`config.mk`:
```
export PLATFORM = sky130hd
export DESIGN_NAME = menu_button_bank_flat
export DESIGN_NICKNAME = d
export VERILOG_FILES = /design/src/rtl/menu_button_bank_if.sv /design/src/rtl/menu_button_bank.sv /design/src/flat_wrapper.sv
export SDC_FILE = /design/constraint.sdc
export NUM_CORES = 1
export LEC_CHECK = 0
export CORE_ASPECT_RATIO = 0.9
export CORE_UTILIZATION = 44
export CTS_CLUSTER_DIAMETER = 150
export DETAILED_ROUTE_END_ITERATION = 12
export GPL_TIMING_DRIVEN = 0
export HOLD_SLACK_MARGIN = 0.1
export MAX_ROUTING_LAYER = met4
export PLACE_DENSITY = 0.89
export SYNTH_ARGS = -nofsm -noshare
export SYNTH_HDL_FRONTEND = slang
export SYNTH_SLANG_ARGS = --single-unit
```
`constraint.sdc`:
```
create_clock -name clk -period 4.5 [get_ports clk]
set_input_delay 0.9 -clock clk [delete_from_list [all_inputs] [get_ports clk]]
set_output_delay 0.9 -clock clk [all_outputs]
set_load 0.01 [all_outputs]
```
`src/rtl/menu_button_bank_if.sv`:
```
// Video chain bundle for menu_button_bank: the hcount/vcount/sync/blank/rgb
// signals entering the block (*_in) and the same set leaving it (*_out).
//   slave  : the bank itself (consumes *_in, produces *_out)
//   master : upstream/downstream side (drives *_in, observes *_out)
interface menu_button_bank_if;
  logic [11:0] hcount_in;
  logic [11:0] vcount_in;
  logic        hsync_in;
  logic        vsync_in;
  logic        hblnk_in;
  logic        vblnk_in;
  logic [11:0] rgb_in;
  logic [11:0] hcount_out;
  logic [11:0] vcount_out;
  logic        hsync_out;
  logic        vsync_out;
  logic        hblnk_out;
  logic        vblnk_out;
  logic [11:0] rgb_out;

  modport slave (
    input  hcount_in, vcount_in, hsync_in, vsync_in, hblnk_in, vblnk_in, rgb_in,
    output hcount_out, vcount_out, hsync_out, vsync_out, hblnk_out, vblnk_out, rgb_out
  );

  modport master (
    output hcount_in, vcount_in, hsync_in, vsync_in, hblnk_in, vblnk_in, rgb_in,
    input  hcount_out, vcount_out, hsync_out, vsync_out, hblnk_out, vblnk_out, rgb_out
  );
endinterface

```
`src/rtl/menu_button_bank.sv`:
```
// menu_button_bank: N vertically stacked clickable text buttons drawn inline
// in the VGA chain (2 clocks of latency), plus a mouse click FSM.
// Ports:
//   clk, rst          pixel clock, synchronous active-high reset
//   vid (slave)       video timing/colour in and out (see menu_button_bank_if)
//   enable            per-button display and click enable
//   xpos, ypos        mouse position
//   mouse_left        left button level, 1 = pressed
//   text_addr         {button index, char column} to the combinational text ROM
//   char_line         font row within the character cell
//   char_pixels       font row, valid one clk after text_addr/char_line, MSB left
//   hover             one-hot (or zero): mouse over an enabled button
//   clicked           one-clk pulse per completed click
module menu_button_bank #(
  parameter int unsigned N_BUTTONS  = 3,
  parameter int unsigned BOX_X_POS  = 432,
  parameter int unsigned BOX_Y_POS  = 400,
  parameter int unsigned BOX_X_SIZE = 128,
  parameter int unsigned BOX_Y_SIZE = 80,
  parameter int unsigned BOX_Y_GAP  = 40,
  parameter int unsigned TEXT_X_OFF = 32,
  parameter int unsigned TEXT_Y_OFF = 32,
  parameter int unsigned TEXT_CHARS = 8,
  parameter logic [11:0] COL_IDLE   = 12'h444,
  parameter logic [11:0] COL_HOVER  = 12'h888,
  parameter logic [11:0] COL_PRESS  = 12'hCC0,
  parameter logic [11:0] COL_TEXT   = 12'hFFF
) (
  input  logic                 clk,
  input  logic                 rst,
  menu_button_bank_if.slave    vid,
  input  logic [N_BUTTONS-1:0] enable,
  input  logic [11:0]          xpos,
  input  logic [11:0]          ypos,
  input  logic                 mouse_left,
  output logic [5:0]           text_addr,
  output logic [3:0]           char_line,
  input  logic [7:0]           char_pixels,
  output logic [N_BUTTONS-1:0] hover,
  output logic [N_BUTTONS-1:0] clicked
);

  localparam logic [11:0] X_LO  = 12'(BOX_X_POS);
  localparam logic [11:0] X_HI  = 12'(BOX_X_POS + BOX_X_SIZE);
  localparam logic [11:0] TX_LO = 12'(BOX_X_POS + TEXT_X_OFF);
  localparam logic [11:0] TX_HI = 12'(BOX_X_POS + TEXT_X_OFF + TEXT_CHARS * 8);

  typedef enum logic [1:0] {IDLE, ARMED, BLOCKED} state_t;

  function automatic logic [11:0] btn_top(input int unsigned k);
    return 12'(BOX_Y_POS + k * (BOX_Y_SIZE + BOX_Y_GAP));
  endfunction

  function automatic logic in_btn(input logic [11:0] x, input logic [11:0] y,
                                  input int unsigned k);
    logic [11:0] t;
    t = btn_top(k);
    return (x >= X_LO) && (x < X_HI) && (y >= t) && (y < t + 12'(BOX_Y_SIZE));
  endfunction

  // ---------------- stage 1 decode (combinational) ----------------
  logic        hit_c, txt_c;
  logic [1:0]  idx_c;
  logic [11:0] ty_c, dx_c, dy_c;

  always_comb begin
    hit_c = 1'b0;
    idx_c = '0;
    ty_c  = '0;
    for (int unsigned k = 0; k < N_BUTTONS; k++) begin
      if (in_btn(vid.hcount_in, vid.vcount_in, k)) begin
        hit_c = 1'b1;
        idx_c = 2'(k);
        ty_c  = btn_top(k) + 12'(TEXT_Y_OFF);
      end
    end
    dx_c  = vid.hcount_in - TX_LO;
    dy_c  = vid.vcount_in - ty_c;
    txt_c = hit_c && (vid.hcount_in >= TX_LO) && (vid.hcount_in < TX_HI) &&
            (vid.vcount_in >= ty_c) && (vid.vcount_in < ty_c + 12'd16);
  end

  // Address goes out combinationally so the font row returns in time for the
  // stage-2 register, keeping the whole chain at two clocks.
  assign text_addr = (txt_c && !rst) ? {idx_c, 4'(dx_c >> 3)} : '0;
  assign char_line = (txt_c && !rst) ? 4'(dy_c) : '0;

  // ---------------- click FSM ----------------
  state_t              state, state_nxt;
  logic [1:0]          latched, latched_nxt;
  logic [N_BUTTONS-1:0] click_nxt;
  logic                mouse_d;
  logic                rise, fall, any_hover;
  logic [1:0]          hover_idx;

  always_comb begin
    hover_idx = '0;
    for (int unsigned k = 0; k < N_BUTTONS; k++)
      if (hover[k]) hover_idx = 2'(k);
  end

  assign any_hover = |hover;
  assign rise      = mouse_left && !mouse_d;
  assign fall      = !mouse_left && mouse_d;

  always_comb begin
    state_nxt   = state;
    latched_nxt = latched;
    click_nxt   = '0;
    case (state)
      IDLE: begin
        if (rise) begin
          if (any_hover) begin
            state_nxt   = ARMED;
            latched_nxt = hover_idx;
          end else begin
            state_nxt = BLOCKED;
          end
        end
      end
      ARMED: begin
        if (!enable[latched]) begin
          state_nxt = mouse_left ? BLOCKED : IDLE;
        end else if (fall) begin
          state_nxt = IDLE;
          if (hover[latched]) click_nxt[latched] = 1'b1;
        end
      end
      BLOCKED: begin
        if (!mouse_left) state_nxt = IDLE;
      end
      default: state_nxt = IDLE;
    endcase
  end

  // mouse_d follows mouse_left even during reset, so a button held through
  // reset produces no rising edge afterwards and must be re-pressed.
  always_ff @(posedge clk) begin
    mouse_d <= mouse_left;
    if (rst) begin
      state   <= IDLE;
      latched <= '0;
      clicked <= '0;
      hover   <= '0;
    end else begin
      state   <= state_nxt;
      latched <= latched_nxt;
      clicked <= click_nxt;
      for (int unsigned k = 0; k < N_BUTTONS; k++)
        hover[k] <= enable[k] && in_btn(xpos, ypos, k);
    end
  end

  // ---------------- video pipeline ----------------
  logic [11:0] hcount_d1, vcount_d1, rgb_d1;
  logic        hsync_d1, vsync_d1, hblnk_d1, vblnk_d1;
  logic        hit_d1, txt_d1;
  logic [1:0]  idx_d1;
  logic [2:0]  xo_d1;
  logic [11:0] fill_col;

  always_comb begin
    fill_col = COL_IDLE;
    if (hover[idx_d1])
      fill_col = (state == ARMED && latched == idx_d1) ? COL_PRESS : COL_HOVER;
  end

  always_ff @(posedge clk) begin
    if (rst) begin
      hcount_d1      <= '0;
      vcount_d1      <= '0;
      rgb_d1         <= '0;
      hsync_d1       <= 1'b0;
      vsync_d1       <= 1'b0;
      hblnk_d1       <= 1'b0;
      vblnk_d1       <= 1'b0;
      hit_d1         <= 1'b0;
      txt_d1         <= 1'b0;
      idx_d1         <= '0;
      xo_d1          <= '0;
      vid.hcount_out <= '0;
      vid.vcount_out <= '0;
      vid.hsync_out  <= 1'b0;
      vid.vsync_out  <= 1'b0;
      vid.hblnk_out  <= 1'b0;
      vid.vblnk_out  <= 1'b0;
      vid.rgb_out    <= '0;
    end else begin
      hcount_d1      <= vid.hcount_in;
      vcount_d1      <= vid.vcount_in;
      rgb_d1         <= vid.rgb_in;
      hsync_d1       <= vid.hsync_in;
      vsync_d1       <= vid.vsync_in;
      hblnk_d1       <= vid.hblnk_in;
      vblnk_d1       <= vid.vblnk_in;
      hit_d1         <= hit_c;
      txt_d1         <= txt_c;
      idx_d1         <= idx_c;
      xo_d1          <= dx_c[2:0];
      vid.hcount_out <= hcount_d1;
      vid.vcount_out <= vcount_d1;
      vid.hsync_out  <= hsync_d1;
      vid.vsync_out  <= vsync_d1;
      vid.hblnk_out  <= hblnk_d1;
      vid.vblnk_out  <= vblnk_d1;
      if (hblnk_d1 || vblnk_d1)
        vid.rgb_out <= '0;
      else if (hit_d1 && enable[idx_d1])
        // ~xo_d1 == 7 - xo_d1: MSB of the font row is the leftmost pixel
        vid.rgb_out <= (txt_d1 && char_pixels[~xo_d1]) ? COL_TEXT : fill_col;
      else
        vid.rgb_out <= rgb_d1;
    end
  end

endmodule

```
`src/flat_wrapper.sv`:
```
// flat-port wrapper written by rule: the top's interface ports become plain ports
module menu_button_bank_flat 
#(
  parameter int unsigned N_BUTTONS  = 3,
  parameter int unsigned BOX_X_POS  = 432,
  parameter int unsigned BOX_Y_POS  = 400,
  parameter int unsigned BOX_X_SIZE = 128,
  parameter int unsigned BOX_Y_SIZE = 80,
  parameter int unsigned BOX_Y_GAP  = 40,
  parameter int unsigned TEXT_X_OFF = 32,
  parameter int unsigned TEXT_Y_OFF = 32,
  parameter int unsigned TEXT_CHARS = 8,
  parameter logic [11:0] COL_IDLE   = 12'h444,
  parameter logic [11:0] COL_HOVER  = 12'h888,
  parameter logic [11:0] COL_PRESS  = 12'hCC0,
  parameter logic [11:0] COL_TEXT   = 12'hFFF
)
  (clk, rst, enable, xpos, ypos, mouse_left, text_addr, char_line, char_pixels, hover, clicked, vid_hcount_in, vid_vcount_in, vid_hsync_in, vid_vsync_in, vid_hblnk_in, vid_vblnk_in, vid_rgb_in, vid_hcount_out, vid_vcount_out, vid_hsync_out, vid_vsync_out, vid_hblnk_out, vid_vblnk_out, vid_rgb_out);
  menu_button_bank_if vid_i ();
  input  logic clk;
  input  logic rst;
  input  logic [N_BUTTONS-1:0] enable;
  input  logic [11:0] xpos;
  input  logic [11:0] ypos;
  input  logic mouse_left;
  output logic [5:0] text_addr;
  output logic [3:0] char_line;
  input  logic [7:0] char_pixels;
  output logic [N_BUTTONS-1:0] hover;
  output logic [N_BUTTONS-1:0] clicked;
  input wire logic [$bits(vid_i.hcount_in)-1:0] vid_hcount_in;
  input wire logic [$bits(vid_i.vcount_in)-1:0] vid_vcount_in;
  input wire logic [$bits(vid_i.hsync_in)-1:0] vid_hsync_in;
  input wire logic [$bits(vid_i.vsync_in)-1:0] vid_vsync_in;
  input wire logic [$bits(vid_i.hblnk_in)-1:0] vid_hblnk_in;
  input wire logic [$bits(vid_i.vblnk_in)-1:0] vid_vblnk_in;
  input wire logic [$bits(vid_i.rgb_in)-1:0] vid_rgb_in;
  output wire logic [$bits(vid_i.hcount_out)-1:0] vid_hcount_out;
  output wire logic [$bits(vid_i.vcount_out)-1:0] vid_vcount_out;
  output wire logic [$bits(vid_i.hsync_out)-1:0] vid_hsync_out;
  output wire logic [$bits(vid_i.vsync_out)-1:0] vid_vsync_out;
  output wire logic [$bits(vid_i.hblnk_out)-1:0] vid_hblnk_out;
  output wire logic [$bits(vid_i.vblnk_out)-1:0] vid_vblnk_out;
  output wire logic [$bits(vid_i.rgb_out)-1:0] vid_rgb_out;
  assign vid_i.hcount_in = vid_hcount_in;
  assign vid_i.vcount_in = vid_vcount_in;
  assign vid_i.hsync_in = vid_hsync_in;
  assign vid_i.vsync_in = vid_vsync_in;
  assign vid_i.hblnk_in = vid_hblnk_in;
  assign vid_i.vblnk_in = vid_vblnk_in;
  assign vid_i.rgb_in = vid_rgb_in;
  assign vid_hcount_out = vid_i.hcount_out;
  assign vid_vcount_out = vid_i.vcount_out;
  assign vid_hsync_out = vid_i.hsync_out;
  assign vid_vsync_out = vid_i.vsync_out;
  assign vid_hblnk_out = vid_i.hblnk_out;
  assign vid_vblnk_out = vid_i.vblnk_out;
  assign vid_rgb_out = vid_i.rgb_out;
  menu_button_bank #(.N_BUTTONS(N_BUTTONS), .BOX_X_POS(BOX_X_POS), .BOX_Y_POS(BOX_Y_POS), .BOX_X_SIZE(BOX_X_SIZE), .BOX_Y_SIZE(BOX_Y_SIZE), .BOX_Y_GAP(BOX_Y_GAP), .TEXT_X_OFF(TEXT_X_OFF), .TEXT_Y_OFF(TEXT_Y_OFF), .TEXT_CHARS(TEXT_CHARS), .COL_IDLE(COL_IDLE), .COL_HOVER(COL_HOVER), .COL_PRESS(COL_PRESS), .COL_TEXT(COL_TEXT)) u_core (.clk(clk), .rst(rst), .vid(vid_i), .enable(enable), .xpos(xpos), .ypos(ypos), .mouse_left(mouse_left), .text_addr(text_addr), .char_line(char_line), .char_pixels(char_pixels), .hover(hover), .clicked(clicked));
endmodule
```
==> summary.txt <==
Worst hold path
  – Hold crit path type: register to register

Detailed routing
  – First-pass iteration count of the detailed router: 4
  – Drt initial violations: approximately 190
  – Via-to-Cell Ratio: about 5.2
  – Number of routed nets with antenna violations: 0
  – Vias: roughly 3200
  – Final WL: about 11 mm
  – Drt drc: 0
  – WL/cell: between 15 and 20 um

Power
  – Worst vdd ir: 0.207 mV
  – P_leak: about 2.3 nW
  – PwrDens: between 200 and 300 mW/mm^2

Layout
  – Ratio of cells with drive above 1 in the final layout: 0.246
  – Fin area: 0.00568 mm^2
  – # diodes: 0
  – Non-filler cells, final: between 600 and 700
  – Final net count: 607
  – Final Util: 0.738
  – Area growth from synthesis to layout: 59.4%

Floorplan
  – Initial Util: 0.463
  – Site Rows: 30
  – Die Height: about 90 um
  – Die area: around 0.0085 mm^2
  – Die Width: 96.9 um
  – Core area: ~0.0077 mm^2
  – IO Pins: 134

Synthesis
  – Ys Warns: 0
  – Mux cell area share after synthesis: 0.0239
  – Synth unique cells: between 50 and 60
  – Compound-Gate Fraction of Synth Area: 0.102
  – Syn_area_per_cell: 10.4 um^2
  – Synthesized flop and latch total: 95
  – Synth area leader: dfxtp_1
  – Synth area leaders: dfxtp_1 (53%), nor2b_1 (11%), ha_1 (4.6%)
  – Post-synthesis adder-cell area fraction: 0.0456
  – Most common cell in the netlist: dfxtp_1
  – EDFF count, synth: 0
  – Largest family of logic cells by synthesized area: simple AND/OR/NAND/NOR gates
  – Post-Synth Simple-Gate Area: 0.258
  – Mapped Nets: 433
  – Post-synth design cell area: ~0.0036 mm^2
  – Top post-synthesis cells by count: dfxtp_1 (95), nor2b_1 (63), nor2_1 (18)
  – Async S/R FF share, synth: 0
  – Register area share after synthesis: 0.534
  – Post-Synthesis Cells: roughly 340
  – Xor-xnor portion of the synthesized cell area: 0.00737
  – Dominant synthesized flop cell: dfxtp_1
  – Area share of the largest cell type after synthesis: 0.534

STA
  – Slew HR: 0.556
  – Final Max Slew Viols: 0
  – Tcrit/Tclk final: 1.05
  – Post-layout min period: ~4.7 ns
  – RSZ-0062 raised after global routing: yes
  – Endpoints failing hold: 0
  – Worst-Margin Slew: between 0.6 and 0.7 ns
  – Clock Skew: ~0.012 ns
  – Fmax: around 210 MHz
  – # setup viols final: 10
  – Setup WS post-layout: -0.230 ns

Setup path
  – Critical path required time: approximately 3.6 ns
  – WS Path Type: input pin to primary output
  – CP dominant cell by count: buf_6
  – Kind of start point of the critical path: input pin
  – Crit path largest cell delay: roughly 0.38 ns
  – Crit end category: primary output
  – Critical Path AT: around 3.8 ns
  – Max stage delay cell, worst path: a221oi_4
  – Worst path cell trace: clkdlybuf4s15_1 -> o21a_1 -> o211a_1 -> o21ai_2 -> and2_4 -> inv_1 -> ha_1 -> and3b_1 -> a2111oi_4 -> a221oi_4 -> nand3b_4 -> buf_6 -> nor3_4 -> buf_6
  – Reg2reg setup slack: 2.84 ns
  – Highest net fanout along the worst path: 6

GRT
  – Initial antenna violation count: 0
  – GRT overflow: 0
  – GRT Util Overall: 0.246
  – Largest net degree at the start of global routing: 18
  – Global-route wire length before repair: between 15 and 20 mm
  – Vias in the first global route: 3172

Flow run
  – MaxCap Viol Count: 0

Clock tree
  – # hold bufs at CTS: 0
  – Root Buffer: clkbuf_8
  – Max clock buf depth: 2
  – H-tree depth: 3
  – CTS Sinks: between 90 and 100
  – CTS Buf Count: 9
  – Clock slew at reported path FFs: about 0.1 ns
  – Latest clock arrival within the worst-skew pair: between 0.3 and 0.4 ns
  – CTS tree: built

Place
  – Placed Cells: ~560
  – RePlAce Congestion: 0.848
  – DP HPWL: 6.59 mm
  – I/O Buffers: between 100 and 150
  – Post-Place Setup Slack: -1.03 ns
  – Placed inst area: about 0.005 mm^2

Status
  – Status: finished with violations
  – Failing checks: negative setup slack
flip-flops by register name, indices dropped and copies added, names as in the netlist, 3 cells and up:
name	count
u_core.rgb_d1	12
u_core.vcount_d1	12
u_core.clicked	3
u_core.vid.hcount_out	12
u_core.hover	3
u_core.vid.vcount_out	12
u_core.vid.rgb_out	12
u_core.hcount_d1	10
cell families after synthesis:
group / Yosys count
DFF: 95
AOI/OAI and AO/OA: 50
muxes: 6
adders and majority gates: 13
and+or+nand+nor: 149
xor gates and xnor gates: 3
buffers and inverters: 26
critical path, delay by kind of cell:
kind / cells / cell delay (ns)
simple gates: 4 / 0.80
buf+inv: 4 / 0.66
compound gates: 5 / 1.11
fa+ha+maj: 1 / 0.35
placed cells by master (no fill, tap or decap), types with 3 or more instances in the layout:
cell             instances
nand2b_1                 3
ha_4                     4
nor2_1                  16
mux2i_1                  4
nor2_2                   4
inv_1                   12
nor3_2                   6
o21a_1                   3
nand2_1                  4
nand3b_1                 5
buf_4                   36
buf_2                   17
o211a_1                  3
nor3_4                   5
xor2_1                   3
nand4_1                  3
nor3_1                   7
dfxtp_1                 95
a21oi_1                  5
nor2b_1                 62
o21ai_1                  4
a2111oi_0                3
clkbuf_1                 8
clkdlybuf4s15_2          3
buf_6                    6
ha_1                     7
clkbuf_8                10
nand4b_1                 4
clkdlybuf4s50_1         99
a21o_1                  10
clkdlybuf4s15_1          3
o21ai_0                  6
timing repair:
item / CTS / global route
gates resized for setup: 116 / 46
pin swaps: 20 / 17
setup endpoints to repair: 10 / 10
hold endpoints to repair: 0 / 0
buffers inserted: 27 / 10
area by class of cell:
| class | instances | area, um^2 |
|---|---|---|
| Buffer | 12 | 58.8 |
| Clock buffer | 10 | 138 |
| Clock inverter | 6 | 77.6 |
| Fill cell | 505 | 2010 |
| Inverter | 14 | 52.6 |
| Multi-Input combinational cell | 221 | 1850 |
| Sequential cell | 95 | 1900 |
| Tap cell | 96 | 120 |
| Timing Repair Buffer | 163 | 1480 |
final timing paths:
| path | start | to | depth (start not counted) |
|---|---|---|---|
| max | vid_vcount_in[7] | text_addr[1] | 14 |
| min | u_core.hsync_d1$_SDFF_PP0_ | u_core.vid.hsync_out$_SDFF_PP0_ | 1 |
| max reg2reg | u_core.xo_d1[0]$_SDFF_PP0_ | u_core.vid.rgb_out[6]$_SDFF_PP0_ | 5 |
| min reg2reg | u_core.hsync_d1$_SDFF_PP0_ | u_core.vid.hsync_out$_SDFF_PP0_ | 1 |
stage by stage:
| step | setup TNS (ns) | hold WS [ns] | total power (W) |
|---|---|---|---|
| after floorplan | 0 | 0.403 | 0.000970 |
| after global placement | -8.30 | 0.407 | 0.00108 |
| after detailed placement | -9.58 | 0.413 | 0.00109 |
| after CTS | 0 | 0.439 | 0.00168 |
| after global routing | -2.44 | 0.448 | 0.00175 |
| final | -1.72 | 0.432 | 0.00170 |
layer usage:
| metal | wire, um | GRT usage | up-vias | share of wire |
|---|---|---|---|---|
| li1 | - | - | 1534 | - |
| met1 | 4490 | 0.273 | 1528 | 0.42 |
| met2 | 5200 | 0.413 | 145 | 0.49 |
| met3 | 636 | 0.0730 | 26 | 0.059 |
| met4 | 386 | 0.107 | 0 | 0.036 |
| met5 | 0 | - | - | 0 |
power breakdown:
group,internal [W],total [W],switching (W)
Sequential,0.000874,0.000884,0.0000105
Combinational,0.000126,0.000222,0.0000958
Clock,0.000282,0.000591,0.000309
Total,0.00128,0.00170,0.000416
Power figures use the tool's default switching activity.
